**src/rtl/ntt_pkg.sv**
```systemverilog
// Shared types and constants for the NTT/INTT address generator.
package ntt_pkg;

    typedef enum logic [1:0] {
        ST_IDLE,
        ST_RUN,
        ST_GAP,
        ST_DONE
    } state_e;

    localparam int KYBER_PASSES = 4;
    localparam int DIL_PASSES   = 8;
    localparam int KYBER_GROUPS = 32;
    localparam int DIL_GROUPS   = 64;

    // High bit of each Kyber pass in NTT order; the bit-0 pass is the (1,0) pair insert.
    localparam logic [3:0][2:0] KYBER_PHI = {3'd1, 3'd2, 3'd4, 3'd6};

endpackage

```
**src/rtl/bit_insert.sv**
```systemverilog
// Inserts bit_i at position pos_i of a 7-bit value; bits at and above pos_i shift up by one.
module bit_insert (
    input  logic [6:0] val_i,
    input  logic [2:0] pos_i,
    input  logic       bit_i,
    output logic [7:0] res_o
);

    logic [7:0] pos_oh;
    logic [7:0] lo_mask;
    logic [7:0] ext;

    always_comb begin
        pos_oh  = 8'd1 << pos_i;
        lo_mask = pos_oh - 8'd1;
        ext     = {1'b0, val_i};
        res_o   = (ext & lo_mask)
                | ((ext << 1) & ~(lo_mask | pos_oh))
                | (bit_i ? pos_oh : 8'd0);
    end

endmodule

```
**src/rtl/ntt_address_generator.sv**
```systemverilog
// Butterfly-group index sequencer for Kyber / Dilithium NTT and INTT.
// Optional twiddle index output enabled by defining TWIDDLE_ADDR_EN.
module ntt_address_generator
    import ntt_pkg::*;
#(
    parameter int STAGE_GAP = 4,
    parameter int ADDR_W    = 8
) (
    input  logic              clk,
    input  logic              rst,
    input  logic              KD_mode,
    input  logic              intt,
    input  logic              start,
    input  logic              stall,
    output logic              busy,
    output logic              out_valid,
    output logic [ADDR_W-1:0] old_add_0,
    output logic [ADDR_W-1:0] old_add_1,
    output logic [ADDR_W-1:0] old_add_2,
    output logic [ADDR_W-1:0] old_add_3,
    output logic [2:0]        stage,
`ifdef TWIDDLE_ADDR_EN
    output logic [ADDR_W-1:0] tw_addr,
`endif
    output logic              done
);

    localparam int GAP_W = (STAGE_GAP > 1) ? $clog2(STAGE_GAP) : 1;
    localparam logic [GAP_W-1:0] GAP_LAST = GAP_W'(STAGE_GAP - 1);

    state_e                   state_q, state_d;
    logic [2:0]               pass_q, pass_d;
    logic [5:0]               j_q, j_d;
    logic [GAP_W-1:0]         gap_q, gap_d;
    logic                     kd_q, kd_d, intt_q, intt_d;
    logic                     vld_q, vld_d, busy_q, busy_d, done_q, done_d;
    logic [3:0][ADDR_W-1:0]   add_q, add_d;
    logic [2:0]               stage_q, stage_d;
    logic                     emit;

    // In IDLE the group being computed is the first one of a transform being started.
    logic       idle;
    logic       kd_e, intt_e;
    logic [2:0] pass_c;
    logic [5:0] j_c;
    logic [2:0] last_pass;
    logic [5:0] last_j;

    assign idle      = (state_q == ST_IDLE);
    assign kd_e      = idle ? KD_mode : kd_q;
    assign intt_e    = idle ? intt    : intt_q;
    assign pass_c    = idle ? 3'd0    : pass_q;
    assign j_c       = idle ? 6'd0    : j_q;
    assign last_pass = kd_e ? 3'(DIL_PASSES - 1) : 3'(KYBER_PASSES - 1);
    assign last_j    = kd_e ? 6'(DIL_GROUPS - 1) : 6'(KYBER_GROUPS - 1);

    logic [1:0]      kidx;
    logic [2:0]      p_kyb, p_dil;
    logic [3:0][7:0] grp_addr;

    assign kidx  = intt_e ? ~pass_c[1:0] : pass_c[1:0];
    assign p_kyb = KYBER_PHI[kidx];
    assign p_dil = intt_e ? pass_c : ~pass_c;

    // Dilithium needs one insert; Kyber chains a second one to place the pair (p, p-1).
    for (genvar k = 0; k < 4; k++) begin : g_lane
        localparam logic [1:0] KB = 2'(k);
        logic [7:0] ins_a, ins_b;

        bit_insert u_ins_a (
            .val_i (kd_e ? {j_c, KB[1]} : {2'b00, j_c[4:0]}),
            .pos_i (kd_e ? p_dil : p_kyb - 3'd1),
            .bit_i (KB[0]),
            .res_o (ins_a)
        );

        bit_insert u_ins_b (
            .val_i (ins_a[6:0]),
            .pos_i (p_kyb),
            .bit_i (KB[1]),
            .res_o (ins_b)
        );

        assign grp_addr[k] = kd_e ? ins_a : ins_b;
    end

    always_comb begin
        state_d = state_q;
        pass_d  = pass_q;
        j_d     = j_q;
        gap_d   = gap_q;
        kd_d    = kd_q;
        intt_d  = intt_q;
        busy_d  = busy_q;
        done_d  = 1'b0;
        vld_d   = 1'b0;
        add_d   = add_q;
        stage_d = stage_q;
        emit    = 1'b0;

        case (state_q)
            ST_IDLE: begin
                if (start) begin
                    kd_d    = KD_mode;
                    intt_d  = intt;
                    busy_d  = 1'b1;
                    state_d = ST_RUN;
                    pass_d  = '0;
                    j_d     = '0;
                    gap_d   = '0;
                    emit    = !stall;
                end
            end
            ST_RUN: emit = !stall;
            ST_GAP: begin
                if (!stall) begin
                    if (gap_q == GAP_LAST) begin
                        state_d = ST_RUN;
                        pass_d  = pass_q + 3'd1;
                        j_d     = '0;
                        gap_d   = '0;
                    end else begin
                        gap_d = gap_q + GAP_W'(1);
                    end
                end
            end
            ST_DONE: begin
                done_d  = 1'b1;
                busy_d  = 1'b0;
                state_d = ST_IDLE;
            end
            default: state_d = ST_IDLE;
        endcase

        if (emit) begin
            vld_d   = 1'b1;
            stage_d = pass_c;
            for (int k = 0; k < 4; k++) add_d[k] = ADDR_W'(grp_addr[k]);
            if (j_c == last_j) begin
                j_d = '0;
                if (pass_c == last_pass) begin
                    state_d = ST_DONE;
                end else if (STAGE_GAP > 0) begin
                    state_d = ST_GAP;
                    gap_d   = '0;
                end else begin
                    pass_d = pass_c + 3'd1;
                end
            end else begin
                j_d = j_c + 6'd1;
            end
        end
    end

    always_ff @(posedge clk) begin
        if (!rst) begin
            state_q <= ST_IDLE;
            pass_q  <= '0;
            j_q     <= '0;
            gap_q   <= '0;
            kd_q    <= 1'b0;
            intt_q  <= 1'b0;
            vld_q   <= 1'b0;
            busy_q  <= 1'b0;
            done_q  <= 1'b0;
            add_q   <= '0;
            stage_q <= '0;
        end else begin
            state_q <= state_d;
            pass_q  <= pass_d;
            j_q     <= j_d;
            gap_q   <= gap_d;
            kd_q    <= kd_d;
            intt_q  <= intt_d;
            vld_q   <= vld_d;
            busy_q  <= busy_d;
            done_q  <= done_d;
            add_q   <= add_d;
            stage_q <= stage_d;
        end
    end

`ifdef TWIDDLE_ADDR_EN
    // Bit position of the first layer of each Kyber pass, NTT order.
    localparam logic [3:0][2:0] KYBER_TWP = {3'd0, 3'd2, 3'd4, 3'd6};

    logic [2:0]        tw_p, tw_l;
    logic [ADDR_W-1:0] tw_q, tw_d;

    assign tw_p = kd_e ? p_dil : KYBER_TWP[kidx];
    assign tw_l = kd_e ? (3'd7 - p_dil) : (3'd6 - tw_p);
    assign tw_d = ADDR_W'((8'd1 << tw_l) + ((grp_addr[0] >> tw_p) >> 1));

    always_ff @(posedge clk) begin
        if (!rst)      tw_q <= '0;
        else if (emit) tw_q <= tw_d;
    end

    assign tw_addr = tw_q;
`endif

    assign busy      = busy_q;
    assign out_valid = vld_q;
    assign done      = done_q;
    assign stage     = stage_q;
    assign old_add_0 = add_q[0];
    assign old_add_1 = add_q[1];
    assign old_add_2 = add_q[2];
    assign old_add_3 = add_q[3];

endmodule
```
**config.mk**
```make
export PLATFORM = sky130hd
export DESIGN_NAME = ntt_address_generator
export DESIGN_NICKNAME = d
export VERILOG_FILES = /design/src/rtl/ntt_pkg.sv /design/src/rtl/bit_insert.sv /design/src/rtl/ntt_address_generator.sv
export SDC_FILE = /design/constraint.sdc
export NUM_CORES = 1
export LEC_CHECK = 0
export ABC_AREA = 1
export BUFFER_PORTS_ARGS = -buffer_cell sky130_fd_sc_hd__buf_2
export CORE_UTILIZATION = 56
export CTS_BUF_LIST = sky130_fd_sc_hd__clkbuf_16
export DETAILED_ROUTE_END_ITERATION = 10
export PLACE_DENSITY = 0.91
export SYNTH_ARGS = -nofsm -noshare
export SYNTH_HDL_FRONTEND = slang
export SYNTH_SLANG_ARGS = --single-unit
```
**constraint.sdc**
```tcl
create_clock -name clk -period 3.7 [get_ports clk]
set_clock_uncertainty 0.1 [all_clocks]
set_input_delay 0.74 -clock clk [delete_from_list [all_inputs] [get_ports clk]]
set_output_delay 0.74 -clock clk [all_outputs]
set_load 0.02 [all_outputs]
```
Yosys cells after proc, flatten, opt, wreduce, memory -nomap -nowiden
Cells that the tools add are included.
- input bits: 6
- output and inout bits: 38
- word-level logic and storage cells: 119
- bits in registers: 53
- muxes and demuxes: 47
- shift operators: 2
- bitwise logic cells: 28
- add/subtract/negate cells: 6
- reduce and logical (&&, ||, !) cells: 9
- equal/unequal tests: 12
- $lt $le $gt $ge: 1
- operators with widths (kind ; number):
    $or A8 B8 Y8 ; 12
    $and A7 B8 Y8 ; 6
    $and A8 B8 Y8 ; 6
    $mux W6 ; 7
    $mux W8 ; 4
    $mux W2 ; 12
    $mux W3 ; 8
    $not A8 Y8 ; 2
    $shl A1 B3 Y8 const A ; 2
    $sub A8 B1 Y8 const B ; 2
    $mux W7 ; 2
    $pmux W6 S2 ; 1
    $ne A3 B3 Y1 const B ; 3
    $reduce_and A4 Y1 ; 2
    $mux W1 ; 7
    $add A6 B1 Y6 const B ; 1
    $bmux W3 S2 ; 1
    $eq A2 B2 Y1 const B ; 3
    $eq A6 B6 Y1 ; 1
    $ne A2 B2 Y1 const B ; 3
    $pmux W2 S3 ; 1
    $pmux W3 S2 ; 1
    $pmux W1 S2 ; 2
    $pmux W2 S2 ; 1
    other kinds (13) ; 15

Logic depth before layout (Yosys ltp)
- word-level depth: 19
- gate-level depth with buffers: 21
- depth with buffers taken out: 21

Modules after synthesis
A second synthesis with hierarchy kept.
- cells, all modules: 816
- area, all modules: 4564.4 um2
- by module, submodules not included (module ; cells an instance ; seq. area each (um2) ; times used ; area each (um2)):
    ntt_address_generator ; 392 ; 1061.0 ; 1 ; 2652.5
    bit_insert ; 53 ; 0.0 ; 8 ; 239.0

Worst setup path before layout
OpenSTA, ideal clock, no wires.
- path kind: input to register
- start: input intt
- end: register add_q, in the netlist old_add_3[6]
- data arrival time: 2544 ps
- cell stages on the path: 18
- setup time: 117 ps
- slack: 939 ps
- path buffers: 0
- cells stage by stage: inv_1 -> nand2_2 -> nand2_2 -> nand2_2 -> nand2_2 -> nand3_1 -> nand2_2 -> nor2_1 -> inv_1 -> ha_1 -> nand4_1 -> ha_1 -> nand2_1 -> nand2_1 -> a21oi_1 -> nand3_1 -> a21oi_1 -> nor2_1
- longest elaborated chain between the ends: 17
- elaborated cells on any way between the ends: 24
- RTL lines (what ; RTL line ; text):
    start, declared ; ntt_address_generator.sv:12 ; input logic intt,
    $mux W1 * ; ntt_address_generator.sv:51 ; assign intt_e = idle ? intt : intt_q;
    $mux W2 ; ntt_address_generator.sv:61 ; assign kidx = intt_e ? ~pass_c[1:0] : pass_c[1:0];
    $bmux W3 S2 ; ntt_address_generator.sv:62 ; assign p_kyb = KYBER_PHI[kidx];
    $mux W3 (not written as such) ; ntt_address_generator.sv:62 ;
    $sub A3 B1 Y3 ; ntt_address_generator.sv:72 ; .pos_i (kd_e ? p_dil : p_kyb - 3'd1),
    $mux W3 ; ntt_address_generator.sv:72 ;
    $shl A1 B3 Y8 ; bit_insert.sv:14 ; pos_oh = 8'd1 << pos_i;
    $sub A8 B1 Y8 ; bit_insert.sv:15 ; lo_mask = pos_oh - 8'd1;
    $or A8 B8 Y8 ; bit_insert.sv:18 ; | ((ext << 1) & ~(lo_mask | pos_oh))
    $not A8 Y8 ; bit_insert.sv:18 ;
    $and A8 B8 Y8 ; bit_insert.sv:18 ;
    $or A8 B8 Y8 ; bit_insert.sv:18 ;
    $or A8 B8 Y8 ; bit_insert.sv:19 ; | (bit_i ? pos_oh : 8'd0);
    $and A7 B8 Y8 or $and A8 B8 Y8 (tied branches) ; bit_insert.sv:17, bit_insert.sv:18 ;
    $or A8 B8 Y8 ; bit_insert.sv:18 ;
    $or A8 B8 Y8 ; bit_insert.sv:19 ;
    $mux W8 * ; ntt_address_generator.sv:84 ; assign grp_addr[k] = kd_e ? ins_a : ins_b;
    end signal, assigned ; ntt_address_generator.sv:166 ; add_q <= '0;
    end signal, assigned ; ntt_address_generator.sv:178 ; add_q <= add_d;
    end, declared ; ntt_address_generator.sv:37 ; logic [3:0][ADDR_W-1:0] add_q, add_d;
Mark *: on every way between the ends. The rest lies on a longest branch, timed or not. The select of a mux whose other input is x is not followed.
A chain may end at the register's enable or synchronous reset.

Final worst setup path
- start: register state_q[1]
- end: register add_q, in the netlist old_add_2[3]
- longest elaborated chain between the ends: 18
- elaborated cells on any way between the ends: 32
- RTL lines (what ; RTL line ; text):
    start, declared ; ntt_address_generator.sv:31 ; state_e state_q, state_d;
    start signal, assigned ; ntt_address_generator.sv:169 ; state_q <= state_d;
    $logic_not A2 Y1 ; ntt_address_generator.sv:49, ntt_address_generator.sv:101 ;
    $mux W3 ; ntt_address_generator.sv:52 ; assign pass_c = idle ? 3'd0 : pass_q;
    $not A2 Y2 ; ntt_address_generator.sv:61 ;
    $mux W2 ; ntt_address_generator.sv:61 ;
    $bmux W3 S2 ; ntt_address_generator.sv:62 ;
    $mux W3 (not written as such) ; ntt_address_generator.sv:62 ;
    $sub A3 B1 Y3 ; ntt_address_generator.sv:72 ;
    $mux W3 ; ntt_address_generator.sv:72 ;
    [2 not listed] ; n/a ;
    $or A8 B8 Y8 ; bit_insert.sv:18 ;
    $not A8 Y8 ; bit_insert.sv:18 ;
    $and A8 B8 Y8 ; bit_insert.sv:18 ;
    $or A8 B8 Y8 ; bit_insert.sv:18 ;
    $and A7 B8 Y8 or $and A8 B8 Y8 (tied branches) ; bit_insert.sv:17, bit_insert.sv:18 ;
    $or A8 B8 Y8 ; bit_insert.sv:18 ;
    $or A8 B8 Y8 ; bit_insert.sv:19 ;
    $mux W8 ; ntt_address_generator.sv:84 ;
Several ways; a longest one is shown, not always the timed one. The select of a mux whose other input is x is not followed.

==> results.md <==
* Run status: finished, final reports clean
* Cell count after placement at 507
* Met3 global-route usage at ~5.2%
* Pin count of the biggest net entering global routing at 37
* Grt met1 use at a little under a third
* Post-CTS Setup Bufs at 0
* CTS tree: built
* Final Hold Viols at 0
* Nets at approximately 460
* Die area at about 5300 sq um
* Yosys warning count at 0
* Seq/Total Area, Yosys at between 30 and 40%
* Crit Path Max Fanout at 8
* DR iter-0 viols at 138
* Critical path's slowest cell: dfxtp_1
* Cell Pwr Density at about 450 nW/um^2
* Most frequent CP cell: inv_1
* N_diodes at 0
* DIE HEIGHT at between 70 and 80 um
* FF-to-FF setup slack at between 400 and 500 ps
* Synth Area per Inst at 6.91 sq um
* Non-filler instance count after layout at 514
* Cells after Synth at approximately 400
* Via/cell ratio at roughly 5.3
* Final core utilization at between 60 and 70%
* Total Wirelength at ~6.3 mm
* Worst slew pin tran at between 800 and 900 ps
* Initial antenna violation count at 0
* RSZ-0062 raised after global routing: no
* Maximum root-to-sink buffer count at 2
* Post-DP HPWL at 4.70 mm
* Critical Path Max Stage Delay at 400 ps
* Die W at ~73 um
* Synth Area in XOR/XNOR at less than 1%
* Post-synthesis adder-cell area fraction at roughly 4.4%
* Row Count at 25
* Grt peak-use layer: met2
* Post-route setup slack at 456 ps
* Critical path arrival at roughly 3300 ps
* Setup_tns at 0 ps
* Compound-Gate Fraction of Synth Area at 17.7%
* Number of synthesized register bits at between 50 and 60
* Final Cycle Share at 87.7%
* Clk sinks at 53
* Met2 usage at around 44%
* Final ANT Viol Nets at 0
* VDD IR max at 193 uV
* H-tree depth at 2
* Mux cell area share after synthesis at 0%
* Routed WL per cell at 12.3 um
* Area of the core at around 4800 sq um
* # IOs at 44
* Dpl ws at roughly 570 ps
* CP Capture Type: flip-flop
* Grt total ovfl at 0
* IO Port Bufs at 43
* Netlist Area Pre-Place at around 2800 sq um
* Final setup viols at 0
* Largest family of logic cells by synthesized area: simple AND/OR/NAND/NOR gates
* Placed inst area at between 3000 and 4000 sq um
* Design area at approximately 3200 sq um
* Max_cap viols at 0
* CTS resizes at 0
* Overall power at 1.45 mW
* Yosys cell types at 32
* GRT Total Usage at ~25%
* RePlAce Congestion at between 0.8 and 0.9
* Synthesis-to-finish area growth at 14.8%
* Crit-path cells: nor2_2 > buf_4 > nor2_2 > inv_1 > nand2_2 > nand2_4 > nand3_1 > nand2_2 > nor2_1 > inv_1 > ha_1 > inv_1 > ha_1 > nand3_1 > nand2_1 > o21ai_1 > inv_1 > o21ai_1 > a21oi_1
* Share of post-route cells with drive strength above 1 at 19.0%
* Simple-Gate Fraction of Synth Area at between 20 and 30%
* # DRC at 0
* HP Class: reg -> reg
* Hold Slack at approximately 360 ps
* Worst EP required at around 3700 ps
* Skew-Pair Late Insertion Delay at slightly below 300 ps
* Hold_buf cts at 0
* Initial Utilization at between 50% and 60%
* Total CTS buffers at 5
* Vias in the first global route at 2441
* Crit Path Category: reg -> reg
* Peak Freq at about 0.31 GHz
* Leak at 1.57 nW
* Max-slew violations at 0
* Min Clock Period, post-route at 3240 ps
* Clk pin slew, worst setup/hold paths at roughly 70 ps
* Syn_nets at roughly 420
* Worst Setup Start Kind: flip-flop
* DR vias at roughly 2700
* Global-route wire length before repair at 10.6 mm
* 1st-pass router iterations at 4
* Clock Tree Root: clkbuf_16
* Rel. slew slack at 41.1%
## power by group
group	switching, mW	total [mW]	internal, mW
Combinational	0.220	0.321	0.101
Clock	0.191	0.505	0.314
Sequential	0.0179	0.622	0.604
## state kept, by name, indices dropped and copies added, names as in the netlist
signal	cells
old_add_3	8
stage	3
done	1
out_valid	1
old_add_1	8
old_add_0	8
intt_q	1
old_add_2	8
busy	1
kd_q	1
pass_q	3
gap_q	2
j_q	6
state_q	2
## worst paths after layout
check                             start                        end  cells past startpoint
setup reg to reg  state_q[1]$_SDFF_PN0_  old_add_2[3]$_SDFFE_PN0P_                     19
hold / removal    stage[2]$_SDFFE_PN0P_      stage[2]$_SDFFE_PN0P_                      2
hold reg to reg   stage[2]$_SDFFE_PN0P_      stage[2]$_SDFFE_PN0P_                      2
setup / recovery  state_q[1]$_SDFF_PN0_  old_add_2[3]$_SDFFE_PN0P_                     19
## cells in the mapped netlist
cell	count	area share (%)
o21ai_4	1	0.58
o21ai_0	20	3.6
nand2_2	9	2.0
ha_1	10	4.4
nand4_1	2	0.44
nor2_2	6	1.3
o211ai_1	5	1.3
dfxtp_1	53	38
xor2_1	1	0.31
nand3_1	27	4.8
inv_1	54	7.2
o21bai_1	1	0.27
o21a_1	4	1.1
o22ai_2	1	0.44
nand2_1	96	13
nand3b_1	2	0.53
nand3_2	1	0.36
nor2_4	3	1.2
clkbuf_1	10	1.3
inv_2	6	0.80
o221ai_1	1	0.31
a211oi_1	3	0.80
a21oi_1	42	7.5
or2_2	1	0.22
buf_6	3	1.2
o21ai_1	7	1.2
nand2_4	2	0.80
nor3_2	1	0.36
o2111ai_1	1	0.31
o21ai_2	1	0.31
nor2_1	32	4.3
nor3_1	1	0.18
## logic make-up after synthesis
logic type      after synthesis
flops                        53
xor+xnor                      1
buf+inv                      73
compound gates               87
simple gates                183
fa+ha+maj                    10
## layout make-up
| type | instances | area, sq um |
|---|---|---|
| Fill cell | 453 | 1560 |
| Multi-Input combinational cell | 281 | 1460 |
| Sequential cell | 53 | 1060 |
| Timing Repair Buffer | 46 | 238 |
| Inverter | 60 | 225 |
| Clock buffer | 5 | 125 |
| Tap cell | 67 | 83.8 |
| Clock inverter | 2 | 35.0 |
## cells in the final DEF, fill, tap and decap left out, drive strengths merged, types with 3 or more instances in the layout
cell,Yosys,final
dfxtp,53,53
inv,60,60
clkbuf,10,5
ha,10,10
a211oi,3,3
a21oi,42,42
buf,3,46
o21a,4,4
nand3,28,28
o21ai,29,29
nor2,41,41
nand2,107,107
o211ai,5,5
## routing by layer
layer	wire length, um	part of all wire [%]
met5	0	0
met4	134	2.1
met3	255	4.0
met2	3040	48
met1	2890	46
## critical path: cells and delay by family, from the launching register on
kind                     cells  cell delay [ps]
buffers and inverters        5              560
flip-flops                   1              400
adder cells (fa/ha/maj)      2              460
AND/OR/NAND/NOR              9             1130
AO/OA/AOI/OAI                3              430
No activity file was read; power rests on OpenSTA's default activity.
